## config.mk

```make
export PLATFORM = sky130hd
export DESIGN_NAME = axi_rd_firewall
export DESIGN_NICKNAME = d
export VERILOG_FILES = /design/src/rtl/axi_rd_firewall.sv
export SDC_FILE = /design/constraint.sdc
export NUM_CORES = 1
export LEC_CHECK = 0
export CORE_ASPECT_RATIO = 1.5
export CORE_UTILIZATION = 39
export DETAILED_ROUTE_END_ITERATION = 6
export PLACE_DENSITY_LB_ADDON = 0.3
export SLEW_MARGIN = 20
export SYNTH_ARGS = -nofsm -noshare
export SYNTH_HDL_FRONTEND = slang
export SYNTH_SLANG_ARGS = --single-unit
```

## constraint.sdc

```tcl
create_clock -name S_AXI_ACLK -period 2 [get_ports S_AXI_ACLK]
set_input_delay 0.4 -clock S_AXI_ACLK [delete_from_list [all_inputs] [get_ports S_AXI_ACLK]]
set_output_delay 0.4 -clock S_AXI_ACLK [all_outputs]
set_load 0.005 [all_outputs]
```

## src/rtl/axi_rd_firewall.sv

```systemverilog
// AXI read-channel firewall: blocks reads that fall inside a protected window on
// address bits [27:0], answering them locally with SLVERR and logging the violation.
module axi_rd_firewall #(
   parameter logic [27:0] RD_PROT_START = 28'h0001000,
   parameter logic [27:0] RD_PROT_END   = 28'h0002000
) (
   input  logic        S_AXI_ACLK,
   input  logic        S_AXI_ARESETN,
   input  logic [31:0] S_ARADDR,
   input  logic        S_ARVALID,
   output logic        S_ARREADY,
   output logic [31:0] S_RDATA,
   output logic [1:0]  S_RRESP,
   output logic        S_RVALID,
   input  logic        S_RREADY,
   output logic [31:0] M_ARADDR,
   output logic        M_ARVALID,
   input  logic        M_ARREADY,
   input  logic [31:0] M_RDATA,
   input  logic [1:0]  M_RRESP,
   input  logic        M_RVALID,
   output logic        M_RREADY,
   output logic [15:0] VIOL_CNT,
   output logic [31:0] VIOL_ADDR,
   output logic        VIOL_IRQ,
   input  logic        IRQ_CLR
);

   localparam int unsigned AW = 32;
   localparam int unsigned DW = 32;
   localparam int unsigned CW = 16;
   localparam int unsigned WW = 28;

   typedef enum logic [1:0] {IDLE, FWD_AR, WAIT_R, ERR_R} state_t;

   state_t          state_q, state_d;
   logic [AW-1:0]   addr_q;
   logic [CW-1:0]   viol_cnt_q;
   logic [AW-1:0]   viol_addr_q;
   logic            viol_irq_q;
   logic            accept_c;
   logic            in_window_c;
   logic            block_c;

   // The value tested here is the one captured into addr_q on the same edge.
   assign accept_c    = (state_q == IDLE) && S_ARVALID;
   assign in_window_c = (S_ARADDR[WW-1:0] >= RD_PROT_START) && (S_ARADDR[WW-1:0] < RD_PROT_END);
   assign block_c     = accept_c && in_window_c;

   // State and captured request address.
   always_ff @(posedge S_AXI_ACLK or negedge S_AXI_ARESETN) begin
      if (!S_AXI_ARESETN) begin
         state_q <= IDLE;
         addr_q  <= '0;
      end else begin
         state_q <= state_d;
         if (accept_c) addr_q <= S_ARADDR;
      end
   end

   // Next state and channel outputs decoded from the current state.
   always_comb begin
      state_d   = state_q;
      S_ARREADY = 1'b0;
      M_ARVALID = 1'b0;
      S_RVALID  = 1'b0;
      S_RDATA   = '0;
      S_RRESP   = '0;
      M_RREADY  = 1'b0;
      case (state_q)
         IDLE: begin
            S_ARREADY = 1'b1;
            if (S_ARVALID) state_d = in_window_c ? ERR_R : FWD_AR;
         end
         FWD_AR: begin
            M_ARVALID = 1'b1;
            if (M_ARREADY) state_d = WAIT_R;
         end
         WAIT_R: begin
            S_RVALID = M_RVALID;
            S_RDATA  = M_RDATA;
            S_RRESP  = M_RRESP;
            M_RREADY = S_RREADY;
            if (M_RVALID && S_RREADY) state_d = IDLE;
         end
         ERR_R: begin
            S_RVALID = 1'b1;
            S_RDATA  = DW'(0);
            S_RRESP  = 2'b10;
            if (S_RREADY) state_d = IDLE;
         end
         default: state_d = IDLE;
      endcase
   end

   assign M_ARADDR = addr_q;

   // Violation log; a new violation wins over a simultaneous clear.
   always_ff @(posedge S_AXI_ACLK or negedge S_AXI_ARESETN) begin
      if (!S_AXI_ARESETN) begin
         viol_cnt_q  <= '0;
         viol_addr_q <= '0;
         viol_irq_q  <= 1'b0;
      end else if (block_c) begin
         if (viol_cnt_q != '1) viol_cnt_q <= viol_cnt_q + CW'(1);
         viol_addr_q <= S_ARADDR;
         viol_irq_q  <= 1'b1;
      end else if (IRQ_CLR) begin
         viol_irq_q  <= 1'b0;
      end
   end

   assign VIOL_CNT  = viol_cnt_q;
   assign VIOL_ADDR = viol_addr_q;
   assign VIOL_IRQ  = viol_irq_q;

endmodule

```

==> results summary <==
The run finished with clean final reports. The post-synthesis area per instance came out at between 9 and 10 um2. The number of standard-cell rows in the floorplan came out at 42.

Together, buffers and inverters on the worst path number 2. The largest total area in the synthesized netlist belongs to sky130_fd_sc_hd__dfrtp_1. In the post-synthesis netlist, the cell with the most instances is sky130_fd_sc_hd__nand2_1. The total number of clock tree sinks came out at 83. The element type at the critical path end is a flip-flop. The critical path starts at S_ARADDR[16].

For this run, the slowest stage of the critical path takes roughly 460 ps. The standard cell core area is slightly below 9000 um2. The cell with the biggest individual delay on the critical path is sky130_fd_sc_hd__clkdlybuf4s50_1. On the final layout, the worst clock skew is roughly 7.7 ps. The share of the clock period used by the worst path is a little under 100%. The netlist area before placement came out at ~3600 um2. The flip-flop and latch count after synthesis is 83. Setup repair after global routing could not meet its margin everywhere. Entering global routing, the biggest net connects 44 pins. The kind of cell with the highest combined delay along the critical path is simple AND/OR/NAND/NOR gates.

The H-tree was split into 3 levels. The x dimension of the die came out at between 80 and 90 um. At the end of routability-driven placement, the weighted congestion stood at roughly 0.84. The count of cell types in the netlist is 32.

The top-area cell type share of the netlist area came out at between 50 and 60%. The number of maximum-capacitance constraint violations is 0. The simple-gate share of the synthesized area came out at between 30% and 40%. No sink is reached through more buffers than the 2 on the longest clock path. In this run the critical register-to-register path is launched from VIOL_CNT[1]. The endpoint of the worst-slack reg-to-reg timing path is VIOL_CNT[6]. The detailed-route via count is between 3,000 and 4,000. The clock root buffer master is sky130_fd_sc_hd__clkbuf_16. The boundary pin count is 192.

The synthesized-area fraction occupied by xor and xnor cells is between 3 and 4%. The number of synthesized flops with an enable pin is 0. The die height is 119.6 um. The final core utilization came out at slightly below 70%. The number of slew-limit violations in the final report came out at 0. The number of antenna diodes is 0.

TritonCTS built the clock tree. The residual overflow from global routing came out at 0. Power comes to between 6 and 7 mW.

The hold slack is around 470 ps. The clock insertion delay at the later pin of the skew report came out at about 330 ps. The startpoint type of the worst setup path is an input port. In the final design database the tool counted around 650 nets.

The detail-routed via count per cell came out at between 4 and 5. After synthesis, the largest family of logic cells by area is simple AND/OR/NAND/NOR gates. In this run the power density over the cells is approximately 1000 nW/um2. The signal on the critical path passes through clkdlybuf4s50_1 > nor4_4 > nand4_4 > nor3b_4 > buf_4 > nand4_4 > xnor2_2.

After Yosys synthesis, full adders, half adders and majority gates account for 0.3479% of the synthesized area. Setup slack on the critical path of the routed design comes to between 30 and 40 ps. The transition time of the tightest slew-check pin is approximately 370 ps. The number of cells traversed by the worst register-to-register path is 7.

Ranked by instance count, the synthesized netlist is headed by sky130_fd_sc_hd__nand2_1 (153), sky130_fd_sc_hd__dfrtp_1 (83), sky130_fd_sc_hd__and2_1 (49). Summed over all cells, the static leakage comes to 3.006 nW. In the final routed layout, each cell accounts on average for ~15 um. The number of I/O port buffers is 191. The clock period minus worst slack is 1967 ps. Summed over all nets, the half-perimeter wirelength after detailed placement is roughly 8 mm. The total DRC errors in the routed layout came out at 0. The area growth from synthesis to layout came out at 69.73%.

The count of yosys warnings during synthesis is 0. Sorting the synthesized cells by area gives the leading types as sky130_fd_sc_hd__dfrtp_1 (58%), sky130_fd_sc_hd__nand2_1 (16%), sky130_fd_sc_hd__and2_1 (8.5%). The largest voltage drop on the vdd net is ~0.7 mV. The number of nets handed over by synthesis was 440. The setup slack on the worst flop-to-flop path came out at approximately 160 ps. The arrival time at the worst endpoint came out at ~2200 ps. After clock tree synthesis, the clock-pin slew on the worst setup and hold paths is around 60 ps. In this run the worst hold path is classified as in -> async. The initial core utilization is 40.49%. The most used flip-flop cell after synthesis is sky130_fd_sc_hd__dfrtp_1. The number of DRC markers after the initial detailed-route iteration is between 150 and 200. The die area is 9616 um2. Of all nets on the critical path, the largest fanout is 6. Before antenna repair, the detailed router went through 4 iterations. The via count of the first global-routing pass is about 3,200. Setup violations remaining at the end of the flow were counted as 0. The number of antenna violations at the first check in global routing is 0. Measured against its own limit, the worst slew margin works out to between 70% and 80%.

The wire length of the first global-routing pass is roughly 16 mm. The post-placement setup slack came out at -354.1 ps. The part of the Yosys area used for sequential elements came out at 57.76%.

The endpoint required time on the critical path came out at 2210 ps. The critical path is of the in -> reg type. The post-detailed-route count of antenna-violating nets came out at 0. The fraction of the mapped netlist area in compound gates came out at ~1.6%. Global routing used 23.05% of the available tracks across all layers. Synthesis handed over a netlist of roughly 370 instances.

The multiplexer area fraction after synthesis is 0.9395%. The maximum clock rate is 0.5085 GHz. The proportion of layout cells with a drive suffix above 1 is 9.549%. The number of CTS-inserted buffers is 9.

The final-layout fill cell count came out at between 700 and 800. After synthesis, the share of flip-flops with an asynchronous set or reset is 100.0%. The total wire length after detailed routing is ~11 mm. The number of hold violations in the final report is 0. In this design, the critical path's most frequently occurring cell is sky130_fd_sc_hd__nand4_4.
cell families (layout without fill, tap and decap cells):
logic type | count (synthesis) | after routing
simple gates | 239 | 239
flops | 83 | 83
buf+inv | 18 | 228
xor+xnor | 13 | 13
compound gates | 9 | 9
mux | 3 | 3
fa+ha+maj | 1 | 1
cell type report:
| cell class | count | area, um2 | area share (%) |
|---|---|---|---|
| Clock inverter | 4 | 73.82 | 1.210 |
| Sequential cell | 83 | 2077 | 34.03 |
| Clock buffer | 11 | 252.7 | 4.141 |
| Timing Repair Buffer | 212 | 2081 | 34.09 |
| Tap cell | 110 | 137.6 | 2.255 |
| Multi-Input combinational cell | 265 | 1478 | 24.21 |
| Inverter | 1 | 3.754 | 0.06150 |
where the power goes:
group / switching, mW / leakage (nW) / total [mW] / internal [mW]
Sequential: 0.167 / 1.11 / 2.17 / 2.01
Combinational: 0.900 / 1.74 / 2.18 / 1.28
Clock: 0.628 / 0.162 / 1.78 / 1.15
Total: 1.69 / 3.01 / 6.13 / 4.44
stage by stage:
| step | instance area, um2 | TNS, ps | instances |
|---|---|---|---|
| finish | 6103 | 0 | 686 |
| global route | 6103 | -99.34 | 686 |
| CTS | 6066 | 0 | 685 |
| detailed placement | 5753 | -12500 | 668 |
| global placement | 5753 | -11660 | 668 |
| floorplan | 3596 | 0 | 366 |
state kept, by name, summed over array words and instances, names as in the netlist:
name / count
VIOL_ADDR: 32
VIOL_CNT: 16
state_q: 2
VIOL_IRQ: 1
M_ARADDR: 32
metal layers:
metal / wire, um / up-vias / track usage (%)
met2: 5583 / 152 / 40.25
met3: 981 / 17 / 6.312
met5: 0 / - / 0
met1: 3745 / 1541 / 25.32
met4: 275 / 0 / 10.71
li1: - / 1573 / -
worst register-to-register path, cell delays in order, from the launching register on:
cell and delay (ps):
sky130_fd_sc_hd__dfrtp_1 420, sky130_fd_sc_hd__ha_1 230, sky130_fd_sc_hd__and3_1 250, sky130_fd_sc_hd__nand4_1 110, sky130_fd_sc_hd__nor3b_4 230, sky130_fd_sc_hd__buf_4 210
sky130_fd_sc_hd__nand4_4 110, sky130_fd_sc_hd__xnor2_2 150
worst max path at each step:
stage / to / slack (ps) / cells after the start
after floorplan: VIOL_CNT[10] / 230 / 7
after global placement: VIOL_CNT[3] / -330 / 7
after detailed placement: VIOL_CNT[9] / -350 / 7
after CTS: VIOL_CNT[9] / 10 / 7
after global routing: VIOL_CNT[6] / -30 / 7
final: VIOL_CNT[6] / 30 / 7
cells in the final DEF, fill, tap and decap left out, drive strengths merged:
master / instances
and2: 49
dfrtp: 83
clkdlybuf4s50: 156
nand2b: 2
and3: 4
nor2: 4
xor2: 1
o22ai: 1
and4: 5
clkbuf: 11
o211ai: 1
nor4: 3
bufinv: 2
inv: 1
or2: 1
dlygate4sd3: 1
nor2b: 2
nor4b: 1
o21a: 3
o21ai: 4
mux2: 3
clkinv: 2
ha: 1
nand4: 8
dlygate4sd2: 34
nand3: 6
buf: 21
xnor2: 12
nand2: 153
nor3b: 1
timing repair:
item,CTS,global route
buffers inserted,1,1
setup endpoints to repair,38,10
hold buffers,1,0
resized for setup,36,4
hold endpoints to repair,15,0
pin swaps,1,4
Note: power is estimated with default switching activity, not from simulation.
